**config.mk**
```make
export PLATFORM = sky130hd
export DESIGN_NAME = stopwatch_controller
export DESIGN_NICKNAME = d
export VERILOG_FILES = /design/src/rtl/stopwatch_controller.sv
export SDC_FILE = /design/constraint.sdc
export NUM_CORES = 1
export LEC_CHECK = 0
export CAP_MARGIN = 30
export CORE_AREA = 2 2 39 41
export CTS_BUF_LIST = sky130_fd_sc_hd__clkbuf_16
export DETAILED_ROUTE_END_ITERATION = 12
export DIE_AREA = 0 0 41 43
export SLEW_MARGIN = 20
export SYNTH_ARGS = -nofsm -noshare
export SYNTH_HDL_FRONTEND = slang
export SYNTH_SLANG_ARGS = --single-unit
```
**constraint.sdc**
```tcl
create_clock -name clk -period 1.7 [get_ports clk]
set_input_delay 0.255 -clock clk [delete_from_list [all_inputs] [get_ports clk]]
set_output_delay 0.255 -clock clk [all_outputs]
set_load 0.05 [all_outputs]
```
**src/rtl/stopwatch_controller.sv**
```systemverilog
// -----------------------------------------------------------------------------
// stopwatch_controller
//
// Start/stop control FSM for a stopwatch counter datapath. A single start/stop
// pushbutton is turned into two level outputs. Each action fires once per full
// press-and-release, so holding the button never toggles the run state.
//
// Ports:
//   clk             in  1  system clock, all state changes on the rising edge
//   resetButton     in  1  synchronous active-low reset, forces INIT
//   startStopButton in  1  start/stop pushbutton, active-high, async to clk
//   reset           out 1  counter clear request, high only in INIT
//   cnt             out 1  counter enable, high only in COUNT
//
// Interface note: there is no handshake here. reset and cnt are plain levels
// that the counter datapath samples every cycle.
//
// Parameters:
//   SYNC_STAGES  flops in the startStopButton synchroniser (>= 1)
// -----------------------------------------------------------------------------
module stopwatch_controller #(
  parameter int SYNC_STAGES = 2
) (
  input  logic clk,
  input  logic resetButton,
  input  logic startStopButton,
  output logic reset,
  output logic cnt
);

  typedef enum logic [2:0] {
    INIT               = 3'd0,
    WAIT_RELEASE       = 3'd1,
    COUNT              = 3'd2,
    PAUSE              = 3'd3,
    PAUSE_WAIT_PRESS   = 3'd4,
    PAUSE_WAIT_RELEASE = 3'd5
  } state_t;

  // State register and its decoded outputs live together so a checker can
  // bind to ctrl_q.state and see exactly what drives reset/cnt.
  typedef struct packed {
    state_t state;
    logic   reset;
    logic   cnt;
  } ctrl_t;

  ctrl_t                  ctrl_q;
  state_t                 state_next;
  logic [SYNC_STAGES-1:0] sync_q;
  logic                   ssb_s;

  // Synchroniser chain; stage 0 samples the raw button.
  always_ff @(posedge clk) begin
    if (!resetButton) begin
      sync_q <= '0;
    end else begin
      sync_q[0] <= startStopButton;
      for (int i = 1; i < SYNC_STAGES; i++) begin
        sync_q[i] <= sync_q[i-1];
      end
    end
  end

  assign ssb_s = sync_q[SYNC_STAGES-1];

  always_comb begin
    state_next = ctrl_q.state;
    case (ctrl_q.state)
      INIT:               if (ssb_s)  state_next = WAIT_RELEASE;
      WAIT_RELEASE:       if (!ssb_s) state_next = COUNT;
      COUNT:              if (ssb_s)  state_next = PAUSE;
      PAUSE:              if (!ssb_s) state_next = PAUSE_WAIT_PRESS;
      PAUSE_WAIT_PRESS:   if (ssb_s)  state_next = PAUSE_WAIT_RELEASE;
      PAUSE_WAIT_RELEASE: if (!ssb_s) state_next = COUNT;
      default:                        state_next = INIT;
    endcase
  end

  // Outputs are registered from the next state, so they are glitch-free Moore
  // levels that change on the same edge as the state itself.
  always_ff @(posedge clk) begin
    if (!resetButton) begin
      ctrl_q.state <= INIT;
      ctrl_q.reset <= 1'b1;
      ctrl_q.cnt   <= 1'b0;
    end else begin
      ctrl_q.state <= state_next;
      ctrl_q.reset <= (state_next == INIT);
      ctrl_q.cnt   <= (state_next == COUNT);
    end
  end

  assign reset = ctrl_q.reset;
  assign cnt   = ctrl_q.cnt;

endmodule

```
==> summary.txt, run 1 <==
Worst setup path
  – CP Class: reg2out
  – Critical Path RT: 1.44 ns
  – Worst Setup End Kind: output port
  – Critical path's slowest cell: clkdlybuf4s50_1
  – CP max stage delay: 0.79 ns
  – CP max FO: 1
  – Worst-path cell chain: clkdlybuf4s50_1
  – Delay-heaviest family, CP: buffers and inverters
  – Buf/Inv on CP: 1
  – CP arrival: 1.31 ns
  – CP Launch Type: flop

Timing
  – RSZ-0062 raised after global routing: no
  – Final TNS setup: 0 ns
  – Finish-stage setup viols: 0
  – Skew final: 0.00185 ns
  – Final hold vios: 0
  – Crit path time final: 1.56 ns
  – Worst slew pin tran: 0.486 ns
  – Final period utilization: 92.0%
  – Worst rel slew slack: 67.5%
  – Fmax: 0.639 GHz
  – Fin. max-slew vios: 0

Placed design
  – IO Port Bufs: 4
  – Cells after DPL: 44
  – RePlAce Congestion: 0.612
  – HPWL Detailed: 247 um

Layout
  – Non-filler cells, final: 48
  – Area of the multi-input gates: 121 um^2
  – ANT cells: 0
  – Layout Nets: 36
  – Commonest cells after routing, fill and taps aside: 7 x dfxtp_1, 4 x and2_1, 4 x clkdlybuf4s50_1, 3 x mux2i_1, 3 x clkbuf_16
  – Register Area: 140 um^2
  – Commonest non-fill, non-tap cell in the layout: dfxtp_1
  – Filler cell count: 136
  – Layout cell share with drive strength beyond 1: 18.8%
  – Layout area overhead: 53.1%

Synthesis
  – Synth warn: 0
  – Syn_nets: 27
  – Syn avg cell area: 10.9 um^2
  – Post-Synthesis Cell Area: 262 um^2
  – Register area share after synthesis: 53.6%
  – Cell variety after synth: 10
  – Yosys reg bits: 7
  – Cells after synthesis: 24

Route
  – WL final: 335 um
  – Routed len/inst: 6.98 um
  – Vias/cell: 3.73
  – DR pass1 iterations: 4
  – Routed via count: 179
  – DRC: 0
  – Initial drt markers: 4
  – Final ANT Viol Nets: 0

Min path
  – Worst min-delay path class: reg2reg

GRT
  – First-pass GRT wire length: 724 um
  – Vias in the first global route: 183
  – Aggregate global routing overflow: 0
  – Total track usage: 6.95%
  – Antenna violations before repair: 0
  – Largest net degree at the start of global routing: 8

CTS
  – Clk buf depth: 2
  – Clk root buf: clkbuf_16
  – CTS tree: yes
  – Worst-path clk slew: 0.04 ns
  – Worst-Skew Late Latency: 0.23 ns
  – Post-CTS repair timing setup buffer count: 0
  – CTS Sinks: 7
  – H-tree Lvls: 1
  – Hold-fix buffers, CTS: 0
  – Post_cts resized: 0
  – CTS Buf Count: 3

Die
  – FP Rows: 14
  – Die Width: 41 um
  – Die Area: 1760 um^2
  – Num ports: 5
  – Die height: 43 um
  – Initial core utilization: 18.9%
  – Std-Cell Core Area: 1380 um^2

Pwr
  – Worst vdd ir: 1.06 mV
  – Pwr per Cell Area: 1470 nW/um^2
  – P_leak: 0.170 nW

Run
  – Max cap viols: 0

Status
  – Status: finished clean
-- registers in the layout (all words and copies together) (netlist names) --
name,cells
reset,1
cnt,1
sync_q,2
ctrl_q,3
-- power by group --
| group | switching (mW) | internal [mW] | leakage (nW) | total [mW] |
|---|---|---|---|---|
| Clock | 0.0824 | 0.305 | 0.0423 | 0.388 |
| Combinational | 0.0134 | 0.0146 | 0.0709 | 0.0279 |
| Sequential | 0.00355 | 0.171 | 0.0572 | 0.175 |
-- cells by family (layout without fill, tap and decap cells) --
| kind of cell | after synthesis | count (layout) | share of synthesized area, % |
|---|---|---|---|
| mux | 3 | 3 | 11.5 |
| flops | 7 | 7 | 53.6 |
| simple gates | 14 | 14 | 34.9 |
| buf+inv | 0 | 8 | 0 |
-- cell usage after synthesis --
cell	n	area, um^2
dfxtp_1	7	140
and2_1	4	25.0
mux2i_1	3	30.0
nand2_1	2	7.51
nand2b_1	2	12.5
nor2_1	2	7.51
and3_2	1	7.51
nand2b_4	1	13.8
nand3_1	1	5.00
nor3b_2	1	12.5
-- path summary, 6_finish.rpt --
kind / cells past startpoint / start / end / slack, ns
worst max-delay path: 1 / cnt$_SDFF_PN0_ / cnt / 0.14
worst min-delay path: 1 / sync_q[0]$_SDFF_PN0_ / sync_q[1]$_SDFF_PN0_ / 0.42
worst max register to register: 3 / sync_q[1]$_SDFF_PN0_ / ctrl_q[3]$_SDFF_PN0_ / 0.83
worst min register to register: 1 / sync_q[0]$_SDFF_PN0_ / sync_q[1]$_SDFF_PN0_ / 0.42
-- metrics by stage --
stage / cell area (um^2) / hold WS (ns) / total power, mW / setup WS, ns / utilization [%]
6_report: 400 / 0.422 / 0.590 / 0.136 / 28.9
5_1_grt: 400 / 0.436 / 0.616 / 0.0839 / 28.9
4_1_cts: 400 / 0.424 / 0.597 / 0.128 / 28.9
3_5_place_dp: 322 / 0.418 / 0.205 / 0.372 / 23.2
3_3_place_gp: 322 / 0.414 / 0.205 / 0.372 / 23.2
2_1_floorplan: 262 / 0.327 / 0.194 / 0.858 / -
-- metal layers --
metal	up-vias	global-route usage, %	share of wire, %
li1	94	-	-
met1	78	7.47	46
met2	7	8.75	41
met3	0	9.42	13
met4	0	0	0
met5	-	0	0
-- layout make-up --
| class | count | area share, % |
|---|---|---|
| clock buffer | 3 | 18.8 |
| clock inverter | 1 | 0.938 |
| multi-input combinational | 17 | 30.3 |
| sequential | 7 | 35.0 |
| tap | 16 | 5.00 |
| timing repair buffer | 4 | 10.0 |
No activity file was read; power rests on OpenSTA's default activity.
==> run 2, diff against run 1 <==
- GPL_TIMING_DRIVEN: default -> 0
==> run 2 against run 1 <==
- final cell count did not move
- maximum frequency decreased by 0.85%
- total power rose by 2.2%
- sequential share of layout area down 0.11 points
- first-iteration DRC count fell by 75%
- register-to-register slack got worse by 0.02 ns
- worst hold slack better by 0.0051 ns
- die area unchanged
- flip-flop and latch count is the same
- count of clock-buffer cells in the layout did not move
- core utilization is 0.090 points higher
- cell area up 0.31%
- critical path type unchanged
- largest power group unchanged
==> summary.txt, run 2 (synthesized netlist as in run 1, its figures left out) <==
Status
  – Status: finished clean

Worst setup path
  – CP Launch Type: flop
  – CP max FO: 1
  – Worst Setup End Kind: output port
  – Delay-heaviest family, CP: buffers and inverters
  – Critical Path RT: 1.44 ns
  – CP Class: reg2out
  – Buf/Inv on CP: 1
  – CP max stage delay: 0.79 ns
  – Critical path's slowest cell: clkdlybuf4s50_1
  – CP arrival: 1.32 ns
  – R2R Path Start: sync_q[1]$_SDFF_PN0_
  – Flop2flop setup slack: 0.81 ns
  – FF-to-FF End: ctrl_q[4]$_SDFF_PN0_
  – R2r worst-path depth: 3
  – Worst-path cell chain: clkdlybuf4s50_1

Route
  – Vias/cell: 3.98
  – Routed via count: 191
  – Final ANT Viol Nets: 0
  – Initial drt markers: 1
  – DR pass1 iterations: 2
  – WL final: 392 um
  – DRC: 0
  – Routed len/inst: 8.17 um

CTS
  – CTS Buf Count: 3
  – CTS Sinks: 7
  – Post-CTS repair timing setup buffer count: 0
  – Worst-path clk slew: 0.04 ns
  – Hold-fix buffers, CTS: 0
  – Clk buf depth: 2
  – CTS tree: yes
  – Post_cts resized: 0
  – Clk root buf: clkbuf_16
  – H-tree Lvls: 1
  – Worst-Skew Late Latency: 0.23 ns

Layout
  – Fin util: 29.0%
  – Commonest non-fill, non-tap cell in the layout: dfxtp_1
  – Layout cell share with drive strength beyond 1: 21.9%
  – Non-filler cells, final: 48
  – Commonest cells after routing, fill and taps aside: 7 x dfxtp_1, 4 x and2_1, 4 x clkdlybuf4s50_1, 3 x mux2i_1, 3 x clkbuf_16
  – Filler cell count: 148
  – Register with the most flip-flops: ctrl_q
  – Biggest regs: ctrl_q x3, sync_q x2
  – Max reg flops: 3
  – ANT cells: 0
  – Layout area overhead: 53.6%
  – Final Cell Area: 402 um^2
  – Layout Nets: 36
  – Area of the multi-input gates: 121 um^2
  – Register Area: 140 um^2

Run
  – Max cap viols: 0

Min path
  – Hold depth: 1
  – Hold Path End: sync_q[1]$_SDFF_PN0_
  – Hold_sp: sync_q[0]$_SDFF_PN0_
  – Worst min-delay path class: reg2reg

GRT
  – Met3 usage in global routing: 9.42%
  – Aggregate global routing overflow: 0
  – Total track usage: 7.85%
  – Layer with the highest usage: met4
  – Antenna violations before repair: 0
  – First-pass GRT wire length: 724 um
  – M1 GR Usage: 5.83%
  – Largest net degree at the start of global routing: 8
  – Met2 Usage GRT: 8.44%
  – Vias in the first global route: 184

Placed design
  – RePlAce Congestion: 0.604
  – IO Port Bufs: 4
  – Cells after DPL: 44
  – HPWL Detailed: 271 um
  – DP Area: 322 um^2

Pwr
  – Worst vdd ir: 0.725 mV
  – Total power: 0.603 mW
  – P_leak: 0.169 nW
  – Pwr per Cell Area: 1500 nW/um^2

Timing
  – Crit path time final: 1.58 ns
  – Skew final: 0.000195 ns
  – Finish-stage setup viols: 0
  – Worst slew pin tran: 0.486 ns
  – Final period utilization: 92.8%
  – Fin. max-slew vios: 0
  – Final hold vios: 0
  – RSZ-0062 raised after global routing: no
  – Worst rel slew slack: 67.5%
  – Fmax: 0.634 GHz
  – Final TNS setup: 0 ns

Die
  – Num ports: 5
  – Die Area: 1760 um^2
  – Initial core utilization: 18.9%
  – FP Rows: 14
  – Die Width: 41 um
  – Std-Cell Core Area: 1380 um^2
  – Die height: 43 um
run 2: cell types whose count changed in the layout (fill, tap and decap cells not counted):
cell      delta
inv_1        -1
clkinv_2     +1
run 2: power breakdown:
group	switching, mW	internal (mW)	total (mW)	leakage (nW)
Sequential	0.00367	0.171	0.175	0.0572
Clock	0.0917	0.309	0.400	0.0409
Combinational	0.0134	0.0146	0.0280	0.0709
Total	0.109	0.494	0.603	0.169
run 2: worst max path at each step:
stage / startpoint / endpoint / slack [ns] / cells past startpoint
global placement: reset$_SDFF_PN1_ / reset / 0.37 / 1
CTS: cnt$_SDFF_PN0_ / cnt / 0.11 / 1
global route: reset$_SDFF_PN1_ / reset / 0.09 / 1
detailed placement: cnt$_SDFF_PN0_ / cnt / 0.36 / 1
finish: cnt$_SDFF_PN0_ / cnt / 0.12 / 1
floorplan: cnt$_SDFF_PN0_ / cnt / 0.86 / 0
run 2: area by class of cell:
cell class	count	area share [%]
Tap cell	16	4.98
Clock inverter	1	1.25
Clock buffer	3	18.7
Timing Repair Buffer	4	9.97
Multi-Input combinational cell	17	30.2
Sequential cell	7	34.9
run 2: through the flow:
| step | hold WS (ns) | worst slack, ns |
|---|---|---|
| final | 0.427 | 0.123 |
| after global routing | 0.444 | 0.0941 |
| after CTS | 0.430 | 0.113 |
| after detailed placement | 0.422 | 0.362 |
| after global placement | 0.414 | 0.374 |
| after floorplan | 0.327 | 0.858 |
run 2: per-layer routing:
metal  vias up  routed length, um  part of all wire (%)
li1         93                  -                     -
met1        86                154                    39
met2         8                164                    42
met3         4                 48                    12
met4         0                 25                   6.4
met5         -                  0                     0
==> run 3, diff against run 2 <==
- SLEW_MARGIN: 20 -> 10
==> results of run 3 <==
The final DEF is identical to that of run 2; final timing and power are the same.
